==> src/rtl/slice_header_sequencer_pkg.sv <==
// Shared definitions for the slice header sequencer and the external
// dependent-variable decoder that is steered by slice_header_state.
package slice_header_sequencer_pkg;

   // Field-state encoding; the dependent-variable decoder keys off FRAME_NUM_S.
   typedef enum logic [3:0] {
      IDLE         = 4'd0,
      FIRST_MB_S   = 4'd1,
      SLICE_TYPE_S = 4'd2,
      PPS_ID_S     = 4'd3,
      FRAME_NUM_S  = 4'd4,
      IDR_PIC_ID_S = 4'd5,
      DONE_S       = 4'd6,
      ERROR_S      = 4'd7
   } sh_state_e;

   localparam int UE_LEN_MAX  = 17;
   localparam int FRAME_NUM_W = 10;

   // A ue(v) code length is usable only when it lies in 1..UE_LEN_MAX.
   function automatic logic ue_len_ok(input logic [4:0] len);
      return (len != 5'd0) && (len <= 5'(UE_LEN_MAX));
   endfunction

   // frame_num occupies log2_max_frame_num_minus4+4 bits; wider settings
   // saturate at the 10-bit register.
   function automatic logic [FRAME_NUM_W-1:0] frame_num_mask(input logic [3:0] log2_minus4);
      if (log2_minus4 >= 4'd6) return '1;
      return (10'd1 << (log2_minus4 + 4'd4)) - 10'd1;
   endfunction

endpackage

==> src/rtl/slice_header_sequencer_slice_type_normalize.sv <==
// Folds slice_type 5..9 onto 0..4 and flags values outside 0..9.
module slice_type_normalize
   import slice_header_sequencer_pkg::*;
(
   input  logic [7:0] value_i,
   output logic [3:0] slice_type_o,
   output logic       in_range_o
);

   // Pure combinational reduction; every output gets a value on every path.
   always_comb begin
      // NOTE: assign every always_comb output a default first so no path leaves it unassigned (latch).
      slice_type_o = 4'd0;
      in_range_o   = (value_i <= 8'd9);
      if (value_i >= 8'd5 && value_i <= 8'd9) begin
         slice_type_o = value_i[3:0] - 4'd5;
      end else if (value_i <= 8'd4) begin
         slice_type_o = value_i[3:0];
      end
   end

endmodule

==> src/rtl/slice_header_sequencer.sv <==
// Walks the slice header fields one per cycle, consuming bits from the
// bitstream buffer and latching each decoded field.
module slice_header_sequencer
   import slice_header_sequencer_pkg::*;
(
   input  logic       clk,
   input  logic       reset_n,
   input  logic       start_slice_header,
   input  logic       idr_flag,
   input  logic [3:0] log2_max_frame_num_minus4,
   input  logic       buffer_valid,
   input  logic [4:0] exp_golomb_len,
   input  logic [7:0] exp_golomb_value,
   input  logic [3:0] dependent_variable_len,
   input  logic [9:0] dependent_variable_decoding_output,
   output logic [3:0] slice_header_state,
   output logic       consume_valid,
   output logic [4:0] consume_len,
   output logic [7:0] first_mb_in_slice,
   output logic [3:0] slice_type,
   output logic [7:0] pps_id,
   output logic [9:0] frame_num,
   output logic [7:0] idr_pic_id,
   output logic       header_done,
   output logic       header_error
);

   sh_state_e  state_q, state_d;
   logic       idr_q, idr_d;
   logic [7:0] first_mb_q, first_mb_d;
   logic [3:0] slice_type_q, slice_type_d;
   logic [7:0] pps_id_q, pps_id_d;
   logic [9:0] frame_num_q, frame_num_d;
   logic [7:0] idr_pic_id_q, idr_pic_id_d;
   logic       header_error_q, header_error_d;

   logic       ue_ok;
   logic [3:0] st_norm;
   logic       st_in_range;

   assign ue_ok = ue_len_ok(exp_golomb_len);

   slice_type_normalize u_slice_type_normalize (
      .value_i      (exp_golomb_value),
      .slice_type_o (st_norm),
      .in_range_o   (st_in_range)
   );

   // Next state, field loads and buffer consumption for the current field.
   // The 8-bit fields hold any value the 8-bit ue(v) head can carry, so only
   // slice_type can overflow its field.
   always_comb begin
      state_d        = state_q;
      idr_d          = idr_q;
      first_mb_d     = first_mb_q;
      slice_type_d   = slice_type_q;
      pps_id_d       = pps_id_q;
      frame_num_d    = frame_num_q;
      idr_pic_id_d   = idr_pic_id_q;
      header_error_d = header_error_q;
      consume_valid  = 1'b0;
      consume_len    = 5'd0;

      case (state_q)
         IDLE: begin
            if (start_slice_header) begin
               state_d        = FIRST_MB_S;
               idr_d          = idr_flag;
               header_error_d = 1'b0;
            end
         end
         FIRST_MB_S: begin
            if (buffer_valid) begin
               if (!ue_ok) begin
                  state_d = ERROR_S;
               end else begin
                  consume_valid = 1'b1;
                  consume_len   = exp_golomb_len;
                  first_mb_d    = exp_golomb_value;
                  state_d       = SLICE_TYPE_S;
               end
            end
         end
         SLICE_TYPE_S: begin
            if (buffer_valid) begin
               if (!ue_ok || !st_in_range) begin
                  state_d = ERROR_S;
               end else begin
                  consume_valid = 1'b1;
                  consume_len   = exp_golomb_len;
                  slice_type_d  = st_norm;
                  state_d       = PPS_ID_S;
               end
            end
         end
         PPS_ID_S: begin
            if (buffer_valid) begin
               if (!ue_ok) begin
                  state_d = ERROR_S;
               end else begin
                  consume_valid = 1'b1;
                  consume_len   = exp_golomb_len;
                  pps_id_d      = exp_golomb_value;
                  state_d       = FRAME_NUM_S;
               end
            end
         end
         FRAME_NUM_S: begin
            if (buffer_valid) begin
               consume_valid = 1'b1;
               consume_len   = {1'b0, dependent_variable_len};
               frame_num_d   = dependent_variable_decoding_output
                               & frame_num_mask(log2_max_frame_num_minus4);
               if (idr_q) begin
                  state_d = IDR_PIC_ID_S;
               end else begin
                  idr_pic_id_d = 8'd0;
                  state_d      = DONE_S;
               end
            end
         end
         IDR_PIC_ID_S: begin
            if (buffer_valid) begin
               if (!ue_ok) begin
                  state_d = ERROR_S;
               end else begin
                  consume_valid = 1'b1;
                  consume_len   = exp_golomb_len;
                  idr_pic_id_d  = exp_golomb_value;
                  state_d       = DONE_S;
               end
            end
         end
         DONE_S:  state_d = IDLE;
         ERROR_S: state_d = IDLE;
         default: state_d = IDLE;
      endcase

      // The error flag rises as ERROR_S is entered so it is visible there.
      if (state_d == ERROR_S) header_error_d = 1'b1;
   end

   // State and field registers; reset aborts any parse in progress.
   always_ff @(posedge clk or negedge reset_n) begin
      if (!reset_n) begin
         state_q        <= IDLE;
         idr_q          <= 1'b0;
         first_mb_q     <= 8'd0;
         slice_type_q   <= 4'd0;
         pps_id_q       <= 8'd0;
         frame_num_q    <= 10'd0;
         idr_pic_id_q   <= 8'd0;
         header_error_q <= 1'b0;
      end else begin
         // NOTE: non-blocking assignments so every register samples the pre-edge values.
         state_q        <= state_d;
         idr_q          <= idr_d;
         first_mb_q     <= first_mb_d;
         slice_type_q   <= slice_type_d;
         pps_id_q       <= pps_id_d;
         frame_num_q    <= frame_num_d;
         idr_pic_id_q   <= idr_pic_id_d;
         header_error_q <= header_error_d;
      end
   end

   assign slice_header_state = state_q;
   assign header_done        = (state_q == DONE_S);
   assign header_error       = header_error_q;
   assign first_mb_in_slice  = first_mb_q;
   assign slice_type         = slice_type_q;
   assign pps_id             = pps_id_q;
   assign frame_num          = frame_num_q;
   assign idr_pic_id         = idr_pic_id_q;

endmodule

==> config.mk <==
export PLATFORM = sky130hd
export DESIGN_NAME = slice_header_sequencer
export DESIGN_NICKNAME = d
export VERILOG_FILES = /design/src/rtl/slice_header_sequencer_pkg.sv /design/src/rtl/slice_header_sequencer_slice_type_normalize.sv /design/src/rtl/slice_header_sequencer.sv
export SDC_FILE = /design/constraint.sdc
export NUM_CORES = 1
export LEC_CHECK = 0
export BUFFER_PORTS_ARGS = -buffer_cell sky130_fd_sc_hd__buf_2
export CORE_ASPECT_RATIO = 0.6
export CORE_UTILIZATION = 49
export CTS_CLUSTER_SIZE = 14
export DETAILED_ROUTE_END_ITERATION = 10
export PLACE_DENSITY = 0.79
export SYNTH_ARGS = -nofsm -noshare
export SYNTH_HDL_FRONTEND = slang
export SYNTH_SLANG_ARGS = --single-unit
==> constraint.sdc <==
create_clock -name clk -period 2 [get_ports clk]
set_input_delay 0.3 -clock clk [delete_from_list [all_inputs] [get_ports clk]]
set_output_delay 0.3 -clock clk [all_outputs]
set_load 0.1 [all_outputs]
* Word level (Yosys, flattened, before mapping)
Index checks and enable logic that the tools add are counted.
Storage, ports and cells: register bits 44, latch bits 0, bits in writable memories 0, bits in read-only memories 0, input bits 36, output and inout port bits 50, word-level logic and storage cells 89, memories 0
Operators by class: add/subtract/negate cells 3, $mul 0, divide/modulo/power cells 0, magnitude comparators 5, eq/ne operators 11, shifts and indexed selects 1, muxes and demuxes 41, bitwise logic cells 2, reduce and logical (&&, ||, !) cells 18
Operators by type and width (number):
- 10-bit two-way mux | 4
- 4-bit two-way mux | 9
- 8-bit two-way mux | 4
- 4-bit case mux with 6 select lines | 1
- 5-bit two-way mux | 4
- 4-bit by 3-bit equality test with 1-bit output, second input constant | 4
- 8-bit case mux with 2 select lines | 1
- 5-bit case mux with 3 select lines | 1
- 1-bit two-way mux | 12
- 10-bit bitwise AND | 1
- 1-bit by 4-bit left shift with 10-bit output, first input constant | 1
- 10-bit by 1-bit subtractor with 10-bit output, second input constant | 1
- 3-bit AND reduction | 3
- 4-bit by 2-bit equality test with 1-bit output, second input constant | 2
- 8-bit by 3-bit >= comparator with 1-bit output, second input constant | 1
- 8-bit by 3-bit less-or-equal comparator with 1-bit output, second input constant | 1
- 8-bit by 4-bit less-or-equal comparator with 1-bit output, second input constant | 1
- 2-bit != test, second input constant | 4
- 3-bit two-way mux | 2
- 2-bit AND reduction | 3
- 2-bit nonzero test | 3
- 5-bit less-or-equal comparator, second input constant | 1
- 5-bit AND reduction | 1
- 5-bit nonzero test | 1
- other kinds (12) | 15

* Depth between registers and ports, before layout
Gate-level depths: netlist of run 1.
depth after elaboration 10, mapped depth 10, mapped depth without buffers 9

* By module
A second synthesis of run 1 with hierarchy kept.
Unflattened totals: cell total of the unflattened synthesis 230, area, all modules 2401.1 µm²
By module, submodules not included:
- slice_header_sequencer | instances 1, cells each 205, area an instance 2203.4 µm², sequential area each 1101.1 µm²
- slice_type_normalize | instances 1, cells each 25, area an instance 197.7 µm², sequential area each 0.0 µm²

* Least setup slack after synthesis of run 1
No wires, ideal clock.
path type register to output, start point register state_q[2] (netlist: slice_header_state[2]), end point output port consume_len[0], data arrival time 2639 ps, required time 1700 ps, path slack -939 ps, stages on the path, launching flop included 6, buffers on the path 2, path through dfrtp_1 -> buf_2 -> nor2b_1 -> and3_1 -> clkbuf_1 -> a22o_1
Between the ends: longest elaborated chain between the ends 3, elaborated cells between the ends (all ways) 7, classes of those cells eq/ne (5); mux (1); reduce/logical (1)
RTL lines:
- from (decl) | line slice_header_sequencer.sv:28 | sh_state_e state_q, state_d;
- from (signal assigned) | line slice_header_sequencer.sv:156 | state_q <= state_d;
- 4-bit by 3-bit equality test with 1-bit output, or another cell as far along | line slice_header_sequencer.sv:64 | case (state_q)
- 3-bit OR reduction (no line)
- 5-bit case mux with 3 select lines * | line slice_header_sequencer.sv:64
- to (decl) | line slice_header_sequencer.sv:18 | output logic [4:0] consume_len,
Every way passes the cells marked *; elsewhere a longest branch is shown, timed or not.

* Final worst setup path of run 1
start point input port exp_golomb_value[7], end point output port consume_len[4]
Between the ends: longest elaborated chain between the ends 6
RTL lines:
- from (decl) | line slice_header_sequencer.sv:13 | input logic [7:0] exp_golomb_value,
- 8-bit by 4-bit less-or-equal comparator with 1-bit output | line slice_header_sequencer_slice_type_normalize.sv:14 | in_range_o = (value_i <= 8'd9);
- 1-bit zero test | line slice_header_sequencer.sv:86 | if (!ue_ok || !st_in_range) begin
- 1-bit logical OR | line slice_header_sequencer.sv:86
- 5-bit two-way mux | line slice_header_sequencer.sv:86
- 5-bit two-way mux | line slice_header_sequencer.sv:85 | if (buffer_valid) begin
- 5-bit case mux with 3 select lines | line slice_header_sequencer.sv:64
No other way between the ends.

==> out/metrics.cfg, run 1 <==
[die]
ios = 86
fp.dieH_um = 55.3
rows = 18
die_area_sq_um = 5020
start_util = 0.536
core_area_sq_um = 4320
die_width_um = 90.8

[timing]
slew_headroom = 0.600
fin_skew_ps = 6.72
drv_slew = 0
setup_viol = 6
tns_ps = -306
fin_ws_ps = -66.3
rsz0062_at_grt = yes
period_share = 1.03
hold_slack_ps = 4.70
worst_pin_slew_ps = 599
fmax_mhz = 484
finalCriticalPeriod_ps = 2070
hold_viol_final = 0

[pwr]
irDropWorstVdd_v = 0.000969
combPwrFrac = 0.620
p_switching_mw = 3.19
p_int_mw = 1.99
pwr-share-seq = 0.267
power_density_nw_per_um2 = 1570
p_clk_frac = 0.114
leakagePower_nw = 1.67
swShare = 0.616

[logic_synthesis]
yosysSeqAreaShare = 0.475
synthArstFlopShare = 1.00
ys_types = 52
ys_warn_count = 0
synth_flop_cell = dfrtp_1
avgSynthCellArea_sq_um = 10.2
syn-num-nets = 270
ys_ff_latch = 44
synth-edff-count = 0
syn-cell-area_sq_um = 2320
synthCells = 227

[final_layout]
fillers = 321
postLayoutCellArea_sq_um = 3300
syn2layout_area_growth_pct = 42.3
diodes = 0
num-nets-final = 384
multi_input_area_sq_um = 1200
drive_gt1_frac = 0.497
final_core_util = 0.763
seq_area_sq_um = 1110

[detailed_routing]
via_per_inst = 5.48
postRouteAntennaNets = 0
via_count = 2202
drtIter0Drc = 103
firstDrtPassIters = 4
drc_errors = 0
routedWlPerCell_um = 15.3
drt-total-wl_um = 6160

[clock_network]
cts_buffers = 5
cts_tree = done
clock_path_buffers = 2
cts_root_buf = clkbuf_8
cts.htree.levels = 2
worstSkewPairLatency_ps = 300
cts.sinks = 44
cts_hold_buf = 0
clkSlewWorstSetupHoldPaths_ps = 90

[min_path]
min_path_type = primary input to asynchronous set/reset pin

[placed_design]
portBuffers = 85
gp_congestion = 0.893
hpwl_um = 4520
place_area_sq_um = 3140

[critical_path]
critPathKind = primary input to output pin
cp_max_fo = 6
start_kind = primary input
worstPathRequired_ps = 1700
cp-end-kind = output pin
critPathArrivalTime_ps = 1770

[run]
maxCapViolations = 0

[global_routing]
grt_max_degree = 29
antenna_found_initial = 0
grtUsageTotal = 0.249
grt_pass1_vias = 2011
grt_overflow = 0
grt_first_pass_wirelength_um = 9800

[run_status]
violations = setup timing
status = finished with violations

-- stage by stage --
stage / worst slack [ps] / power [mW] / instances
detailed placement: -132 / 4.59 / 391
global route: -104 / 5.38 / 402
floorplan: 9.74 / 4.01 / 227
finish: -66.3 / 5.19 / 402
global placement: -111 / 4.54 / 391
CTS: -86.9 / 5.18 / 400
-- final cells by class --
cell class              instances  area share
multi-input cells             159       0.365
flip-flops and latches         44       0.337
repair buffers                114       0.226
clock buffers                   6      0.0250
well taps                      60      0.0228
inverters                      17      0.0193
clock inverters                 2     0.00455
-- cells in the final DEF, fill, tap and decap left out, drive strengths merged, types with 2 or more instances in the layout --
cell type  Yosys  routed
a211oi         2       2
a21oi          7       7
a22o           6       6
and3           2       2
buf            2     114
clkbuf         5       6
clkinvlp       0       2
dfrtp         44      44
ha             7       7
inv           17      17
mux2          21      21
nand2         25      25
nand2b         5       5
nand3         17      17
nand3b         2       2
nor2          13      13
nor2b          3       3
nor3           2       2
nor4           2       2
o211ai         2       2
o21ai         20      20
o311ai         2       2
or4            2       2
-- registers in the layout, summed over array words and instances (netlist names) --
signal	flops
first_mb_in_slice	8
frame_num	10
header_error	1
idr_pic_id	8
idr_q	1
pps_id	8
slice_header_state	4
slice_type	4
-- critical path, cell delays in order --
cell and delay (ps):
buf_6 90, or4_4 590, a21oi_4 150, a21oi_2 80
nor2_4 190, and2_4 190, buf_12 160
-- power by group through the flow --
stage	Combinational (mW)	Clock, mW	Sequential [mW]
2_1_floorplan	0.451	0	3.56
3_3_place_gp	3.16	0	1.38
3_5_place_dp	3.19	0	1.40
4_1_cts	3.20	0.595	1.38
5_1_grt	3.31	0.646	1.42
6_report	3.22	0.590	1.38
-- layer usage --
layer	share of wire	GRT usage
met1	0.49	0.361
met4	0.0078	0.0454
met2	0.43	0.379
met5	0	0
met3	0.066	0.0675
-- Yosys cell counts, drive strengths merged (2+ instances only) --
cell type,number,area (sq um)
nand2b,5,31.3
o21ai,20,100
a211oi,2,20.0
nor3,2,10.0
nor2,13,63.8
o211ai,2,15.0
or4,2,18.8
nor2b,3,18.8
mux2,21,236
a22o,6,61.3
nand3b,2,15.0
inv,17,63.8
a21oi,7,46.3
and3,2,12.5
clkbuf,5,20.0
o311ai,2,17.5
ha,7,87.6
nand2,25,96.4
nand3,17,90.1
buf,2,16.3
nor4,2,12.5
dfrtp,44,1100
-- final timing paths --
check | endpoint | slack [ps] | cells after the start | start
max | consume_len[4] | -70 | 7 | exp_golomb_value[7]
max in group asynchronous | idr_pic_id[0] | 1420 | 2 | reset_n
max reg2reg | slice_type[2] | 210 | 5 | slice_header_state[0]
min reg2reg | frame_num[3] | 480 | 2 | frame_num[3]
min | idr_pic_id[7] | 5 | 1 | reset_n
min in group clk | frame_num[1] | 220 | 3 | dependent_variable_decoding_output[1]
-- logic make-up after synthesis --
family / after synthesis / synth area share
AND/OR/NAND/NOR: 78 / 0.175
AO/OA/AOI/OAI: 50 / 0.157
flip-flops: 44 / 0.475
buffers and inverters: 24 / 0.0432
multiplexers: 21 / 0.102
adder cells (fa/ha/maj): 7 / 0.0378
XOR/XNOR: 2 / 0.00756
other: 1 / 0.00162
-- timing repair --
action	4_1_cts	5_1_grt
pin swaps	4	5
endpoints found under the setup margin	6	7
resized for setup	6	4
buffers inserted	1	2
Note: power is estimated with default switching activity, not from simulation.
==> inputs of run 2 (changes only) <==
--- a/config.mk
+++ b/config.mk
@@ -11,6 +11,7 @@
 export CTS_CLUSTER_SIZE = 14
 export DETAILED_ROUTE_END_ITERATION = 10
 export PLACE_DENSITY = 0.79
+export REMOVE_ABC_BUFFERS = 1
 export SYNTH_ARGS = -nofsm -noshare
 export SYNTH_HDL_FRONTEND = slang
 export SYNTH_SLANG_ARGS = --single-unit
==> run 2 against run 1 <==
The run still ends with setup timing left. Clock power down 2%. Routed wire length down 2.8%. Non-clock buffer count up 5. First-iteration DRC count up 13%. Die area unchanged. Sequential power about the same. Largest power group unchanged. Via count down 0.82%. Clock skew up 1.7 ps. Worst hold slack better by 38 ps.
==> out/metrics.cfg, run 2 (same netlist as run 1, synthesis figures left out) <==
[run]
maxCapViolations = 0  ; unchanged

[die]
die_width_um = 90.8  ; unchanged
start_util = 0.536  ; unchanged
fp.dieH_um = 55.3  ; unchanged
core_area_sq_um = 4320  ; unchanged
rows = 18  ; unchanged
ios = 86  ; unchanged
die_area_sq_um = 5020  ; unchanged

[global_routing]
grt_overflow = 0  ; unchanged
antenna_found_initial = 0  ; unchanged
grt_first_pass_wirelength_um = 10100  ; +2.9%
grt_pass1_vias = 2078  ; +3.3%
grt_max_degree = 34  ; +17%
grtUsageTotal = 0.254  ; +0.00492

[detailed_routing]
routedWlPerCell_um = 14.7  ; -4.0%
drt-total-wl_um = 5990  ; -2.8%
via_per_inst = 5.37  ; -2.0%
drc_errors = 0  ; unchanged
via_count = 2184  ; -0.82%
drtIter0Drc = 116  ; +13%
postRouteAntennaNets = 0  ; unchanged
firstDrtPassIters = 4  ; unchanged

[timing]
drv_slew = 0  ; unchanged
finalCriticalPeriod_ps = 2050  ; -20.0 ps
hold_viol_final = 0  ; unchanged
fin_skew_ps = 8.45  ; +1.73 ps
rsz0062_at_grt = yes
worst_pin_slew_ps = 713  ; +114 ps
fin_ws_ps = -46.4  ; +20.0 ps
fmax_mhz = 489  ; +0.98%
period_share = 1.02  ; -0.0100
slew_headroom = 0.524  ; -0.0761
setup_viol = 6  ; unchanged

[pwr]
swShare = 0.613  ; -0.00303
total_power_mw = 5.15  ; -0.77%
leakagePower_nw = 1.68  ; +0.28%
irDropWorstVdd_v = 0.00143  ; +48%
combPwrFrac = 0.620  ; about the same
p_int_mw = 1.99  ; about the same
p_switching_mw = 3.15  ; -1.3%
pwr-share-seq = 0.268  ; about the same
p_clk_frac = 0.112  ; -0.002
power_density_nw_per_um2 = 1560  ; -0.77%

[clock_network]
cts_root_buf = clkbuf_8
cts_hold_buf = 0  ; unchanged
clkSlewWorstSetupHoldPaths_ps = 90  ; about the same
cts.sinks = 44  ; unchanged
worstSkewPairLatency_ps = 300  ; about the same
cts.htree.levels = 2  ; unchanged
cts_tree = done
clock_path_buffers = 2  ; unchanged
cts_buffers = 5  ; unchanged

[final_layout]
fin_cells = 407  ; +1.2%
num-nets-final = 389  ; +1.3%
drive_gt1_frac = 0.478  ; -0.0187
diodes = 0  ; unchanged
largest_register_ffs = 10  ; unchanged
final_common_cell = buf_2
fillers = 316  ; -1.6%
layout_common_cells = buf_2, dfrtp_1, buf_4
syn2layout_area_growth_pct = 42.3  ; unchanged

[critical_path]
worstPathRequired_ps = 1700  ; about the same
reg2reg_from = slice_header_state[2]
critPathLaunch = exp_golomb_value[4]
start_kind = primary input
critPathKind = primary input to output pin
cp_max_fo = 6  ; unchanged
cp-end-kind = output pin
critPathArrivalTime_ps = 1750  ; -20 ps

[placed_design]
hpwl_um = 4630  ; +2.4%
dpl.cell_count = 398  ; +1.8%
portBuffers = 85  ; unchanged
gp_congestion = 0.910  ; +1.9%

[run_status]
status = finished with violations
violations = setup timing

[min_path]
min_path_type = primary input to asynchronous set/reset pin

==> run 2: cell types whose count changed in the layout (fill, tap and decap cells not counted), sizes merged <==
cell      change
clkinvlp      -1
buf           +5
clkbuf        +1
==> run 2: power groups by stage <==
| stage | clock (mW) | sequential (mW) | combinational [mW] |
|---|---|---|---|
| floorplan | 0 | 3.56 | 0.422 |
| CTS | 0.587 | 1.38 | 3.20 |
| finish | 0.577 | 1.38 | 3.19 |
| global route | 0.629 | 1.43 | 3.30 |
| global placement | 0 | 1.38 | 3.15 |
| detailed placement | 0 | 1.39 | 3.18 |
==> run 2: stage by stage <==
stage                     worst slack, ps  setup TNS [ps]  hold WS [ps]   util  cell area (sq um)
after floorplan                      -815           -5970          4.41      -               2280
after global placement               -258           -2380           387  0.727               3140
after detailed placement             -309           -2850           400  0.727               3140
after CTS                           -57.0            -240          75.9  0.761               3290
after global routing                 -102            -413           101  0.763               3300
final                               -46.4            -185          43.0  0.763               3300
==> run 2: path summary, 6_finish.rpt <==
path / slack, ps / to / cells after the start
max: -50 / consume_len[2] / 7
min: 40 / frame_num[4] / 1
max reg2reg: 270 / idr_pic_id[2] / 6
min reg2reg: 470 / frame_num[8] / 2
max in group asynchronous: 1340 / header_error / 2
min in group clk: 230 / frame_num[3] / 3
==> run 2: cell type report <==
class | count | area [sq um] | share of cell area
well taps | 60 | 75.1 | 0.0228
inverters | 17 | 63.8 | 0.0193
clock buffers | 7 | 86.3 | 0.0262
flip-flops and latches | 44 | 1100 | 0.335
clock inverters | 1 | 7.51 | 0.00228
repair buffers | 119 | 815 | 0.247
multi-input cells | 159 | 1150 | 0.348
==> run 2: metal layers <==
metal,track usage,vias to the layer above,share of wire
met5,0,-,0
met4,0.0567,0,0.0057
met3,0.0510,5,0.066
met2,0.385,82,0.45
met1,0.377,1046,0.48
li1,-,1051,-
==> run 2: worst max-delay path: stages <==
cell and delay [ps]:
buf_6 90, or4_4 550, a21oi_4 160, a21oi_2 90, nor2_4 170, a22o_1 200, buf_12 180
==> run 2: repair_timing <==
item,4_1_cts,5_1_grt
buffers inserted,1,0
gates resized for setup,12,3
pin swaps,5,2
endpoints found under the setup margin,6,6
==> inputs of run 3 (changes only) <==
--- a/config.mk
+++ b/config.mk
@@ -5,12 +5,13 @@
 export SDC_FILE = /design/constraint.sdc
 export NUM_CORES = 1
 export LEC_CHECK = 0
+export ABC_AREA = 1
 export BUFFER_PORTS_ARGS = -buffer_cell sky130_fd_sc_hd__buf_2
 export CORE_ASPECT_RATIO = 0.6
-export CORE_UTILIZATION = 49
+export CORE_UTILIZATION = 50
 export CTS_CLUSTER_SIZE = 14
 export DETAILED_ROUTE_END_ITERATION = 10
-export PLACE_DENSITY = 0.79
+export PLACE_DENSITY = 0.8
 export REMOVE_ABC_BUFFERS = 1
 export SYNTH_ARGS = -nofsm -noshare
 export SYNTH_HDL_FRONTEND = slang
==> run 3 against run 2 <==
The flow still finishes with violations (setup timing). Worst hold slack better by 13 ps. First-iteration DRC count is 20% lower. Utilization is 4.4 points lower. Synthesized cell count is 31% higher. Clock power is 27% higher. Non-clock buffer count is 16 lower. Combinational power is 6.3% lower. Die area is 2.6% higher. Sequential share of layout area is 0.23 points lower. Count of clock-buffer cells in the layout is 1 lower.
==> out/metrics.cfg, run 3 <==
[run_status]
status = finished with violations
violations = setup timing

[final_layout]
largest_register_ffs = 10  ; unchanged
postLayoutCellArea_sq_um = 3320  ; +0.57%
drive_gt1_frac = 0.400  ; -0.0784
diodes = 0  ; unchanged
num-nets-final = 447  ; +15%
syn2layout_area_growth_pct = 36.6
layout_common_cells = nand2_1, buf_2, dfrtp_1
fin_cells = 468  ; +15%
final_common_cell = nand2_1

[logic_synthesis]
syn-cell-area_sq_um = 2430  ; +4.8%
yosys.cell_count.top_type = nand2_1
ys_ff_latch = 44  ; unchanged
synth_top_cells_by_count = nand2_1, dfrtp_1, nand3_1
ys_warn_count = 0  ; unchanged
avgSynthCellArea_sq_um = 8.18  ; -20%
synth_top_area_frac = 0.453  ; -0.0218
synthArstFlopShare = 1.00  ; unchanged
synth-edff-count = 0  ; unchanged
synthCells = 297  ; +31%
ys_types = 32  ; -38%
post-synth-top-area-cell = dfrtp_1
synthTopCellsByArea = dfrtp_1, nand2_1, o21ai_2
yosysSeqAreaShare = 0.453  ; -0.0218
synth_flop_cell = dfrtp_1

[detailed_routing]
via_per_inst = 5.11  ; -4.7%
routed-wl-met3_um = 353  ; -11%
drc_errors = 0  ; unchanged
via_count = 2393  ; +9.6%
routedWlPerCell_um = 14.0  ; -5.0%
wl_met1_um = 3140  ; +8.8%
highest_layer = met4
drt-total-wl_um = 6540  ; +9.3%
drtIter0Drc = 93  ; -20%
postRouteAntennaNets = 0  ; unchanged
firstDrtPassIters = 4  ; unchanged
met2RoutedLength_um = 2990  ; +12%

[global_routing]
grt_max_degree = 34  ; unchanged
antenna_found_initial = 0  ; unchanged
grt_pass1_vias = 2261  ; +8.8%
grtUsageTotal = 0.264  ; +0.00966
grt_overflow = 0  ; unchanged
grt_first_pass_wirelength_um = 10500  ; +4.0%

[timing]
slew_headroom = 0.514  ; -0.0107
fin_ws_ps = -27.3  ; +19.0 ps
period_share = 1.01  ; -0.00951
drv_slew = 0  ; unchanged
hold_slack_ps = 55.9  ; +12.9 ps
hold_viol_final = 0  ; unchanged
finalCriticalPeriod_ps = 2030  ; -19.0 ps
rsz0062_at_grt = yes
worst_pin_slew_ps = 730  ; +16.1 ps
fmax_mhz = 493  ; +0.94%
fin_skew_ps = 6.25  ; -2.19 ps
setup_viol = 3  ; -3

[placed_design]
hpwl_um = 4800  ; +3.7%
portBuffers = 85  ; unchanged
place_area_sq_um = 3100  ; -1.4%
gp_congestion = 0.888  ; -2.4%
dpl.cell_count = 456  ; +15%

[critical_path]
reg2reg_from = slice_header_state[1]
critPathKind = register to output pin
worstPathRequired_ps = 1700  ; about the same
start_kind = register
timing.rr.end = header_error
cp-end-kind = output pin
critPathArrivalTime_ps = 1730  ; -20 ps
cp_max_fo = 6  ; unchanged
ff2ff_path_depth = 9  ; +3
regToRegSetupSlack_ps = 420  ; +150 ps

[die]
core_area_sq_um = 4610  ; +6.7%
die_width_um = 92.0  ; +1.3%
fp.dieH_um = 56.0  ; +1.3%
start_util = 0.527  ; -0.00929
ios = 86  ; unchanged
rows = 19  ; +1
die_area_sq_um = 5150  ; +2.6%

[clock_network]
worstSkewPairLatency_ps = 300  ; about the same
cts_buffers = 5  ; unchanged
cts_root_buf = clkbuf_8
cts_tree = done
cts.sinks = 44  ; unchanged
clkSlewWorstSetupHoldPaths_ps = 90  ; about the same
cts_hold_buf = 0  ; unchanged
clock_path_buffers = 2  ; unchanged
cts.htree.levels = 2  ; unchanged

[pwr]
power_density_nw_per_um2 = 1510  ; -3.1%
p_switching_mw = 2.97  ; -5.8%
irDropWorstVdd_v = 0.00103  ; -28%
swShare = 0.592  ; -0.0206
p_int_mw = 2.05  ; +2.6%
leakagePower_nw = 1.88  ; +12%
pwr-share-seq = 0.259  ; -0.009
p_clk_frac = 0.146  ; +0.034
combPwrFrac = 0.595  ; -0.025

[min_path]
min_path_type = primary input to asynchronous set/reset pin

[run]
maxCapViolations = 0  ; unchanged

==> run 3: changes by cell type after synthesis, moves of 5 or more <==
cell	change
inv_1	+9
nand3_1	+13
nand2b_1	-5
o21ai_2	+17
a21oi_1	+6
inv_2	+7
o21ai_1	-5
nand2_1	+67
nand2_4	+5
mux2_2	-20
==> run 3: critical path, stage by stage, from the launching register on <==
cell,delay (ps)
dfrtp_1,410
inv_2,170
nor2_4,70
nand2_1,90
nand2_2,80
o21ai_4,260
nand2_1,150
buf_12,190
==> run 3: per-layer routing <==
metal	track usage	vias to the layer above
li1	-	1171
met1	0.374	1129
met2	0.408	85
met3	0.0628	8
met4	0.0692	0
met5	0	-
==> run 3: cell families after synthesis <==
kind of cell	synth area share
simple gates	0.305
flops	0.453
other cells	0.00154
buf+inv	0.0665
compound gates	0.134
xor+xnor	0.00361
fa+ha+maj	0.0361
==> run 3: final cells by class <==
cell class	instances	area, sq um
clock buffer	6	82.6
clock inverter	2	38.8
fill	362	1290
inverter	35	134
multi-input combinational	215	1230
sequential	44	1100
tap	63	78.8
timing repair buffer	103	654
==> run 3: power groups by stage <==
stage | logic (mW) | registers (mW) | clock network (mW)
floorplan | 0.586 | 3.11 | 0
global placement | 2.88 | 1.30 | 0
detailed placement | 2.91 | 1.31 | 0
CTS | 2.97 | 1.30 | 0.728
global route | 3.09 | 1.33 | 0.781
finish | 2.99 | 1.30 | 0.733
==> run 3: worst max-delay path by stage <==
stage                                 start              to  depth (start not counted)
2_1_floorplan         slice_header_state[1]  consume_len[1]                          6
3_3_place_gp   log2_max_frame_num_minus4[2]    frame_num[6]                         10
3_5_place_dp            exp_golomb_value[0]  consume_len[2]                         10
4_1_cts               slice_header_state[3]  consume_len[0]                          8
5_1_grt               slice_header_state[3]  consume_len[0]                          8
6_report              slice_header_state[1]   consume_valid                          7
==> run 3: timing repair <==
| item | 4_1_cts | 5_1_grt |
|---|---|---|
| resized for setup | 15 | 4 |
| pin swaps | 4 | 5 |
| buffers inserted | 4 | 0 |
| endpoints found under the setup margin | 5 | 6 |
| endpoints found under the hold margin | 0 | 0 |
==> run 3: metrics by stage <==
stage	power (mW)	util	setup WS, ps	TNS (ps)
after floorplan	3.70	-	-1970	-10290
after global routing	5.20	0.719	-108	-531
after global placement	4.18	0.672	119	0
after detailed placement	4.22	0.672	44.7	0
final	5.02	0.719	-27.3	-57.7
after CTS	5.00	0.716	-40.3	-54.3
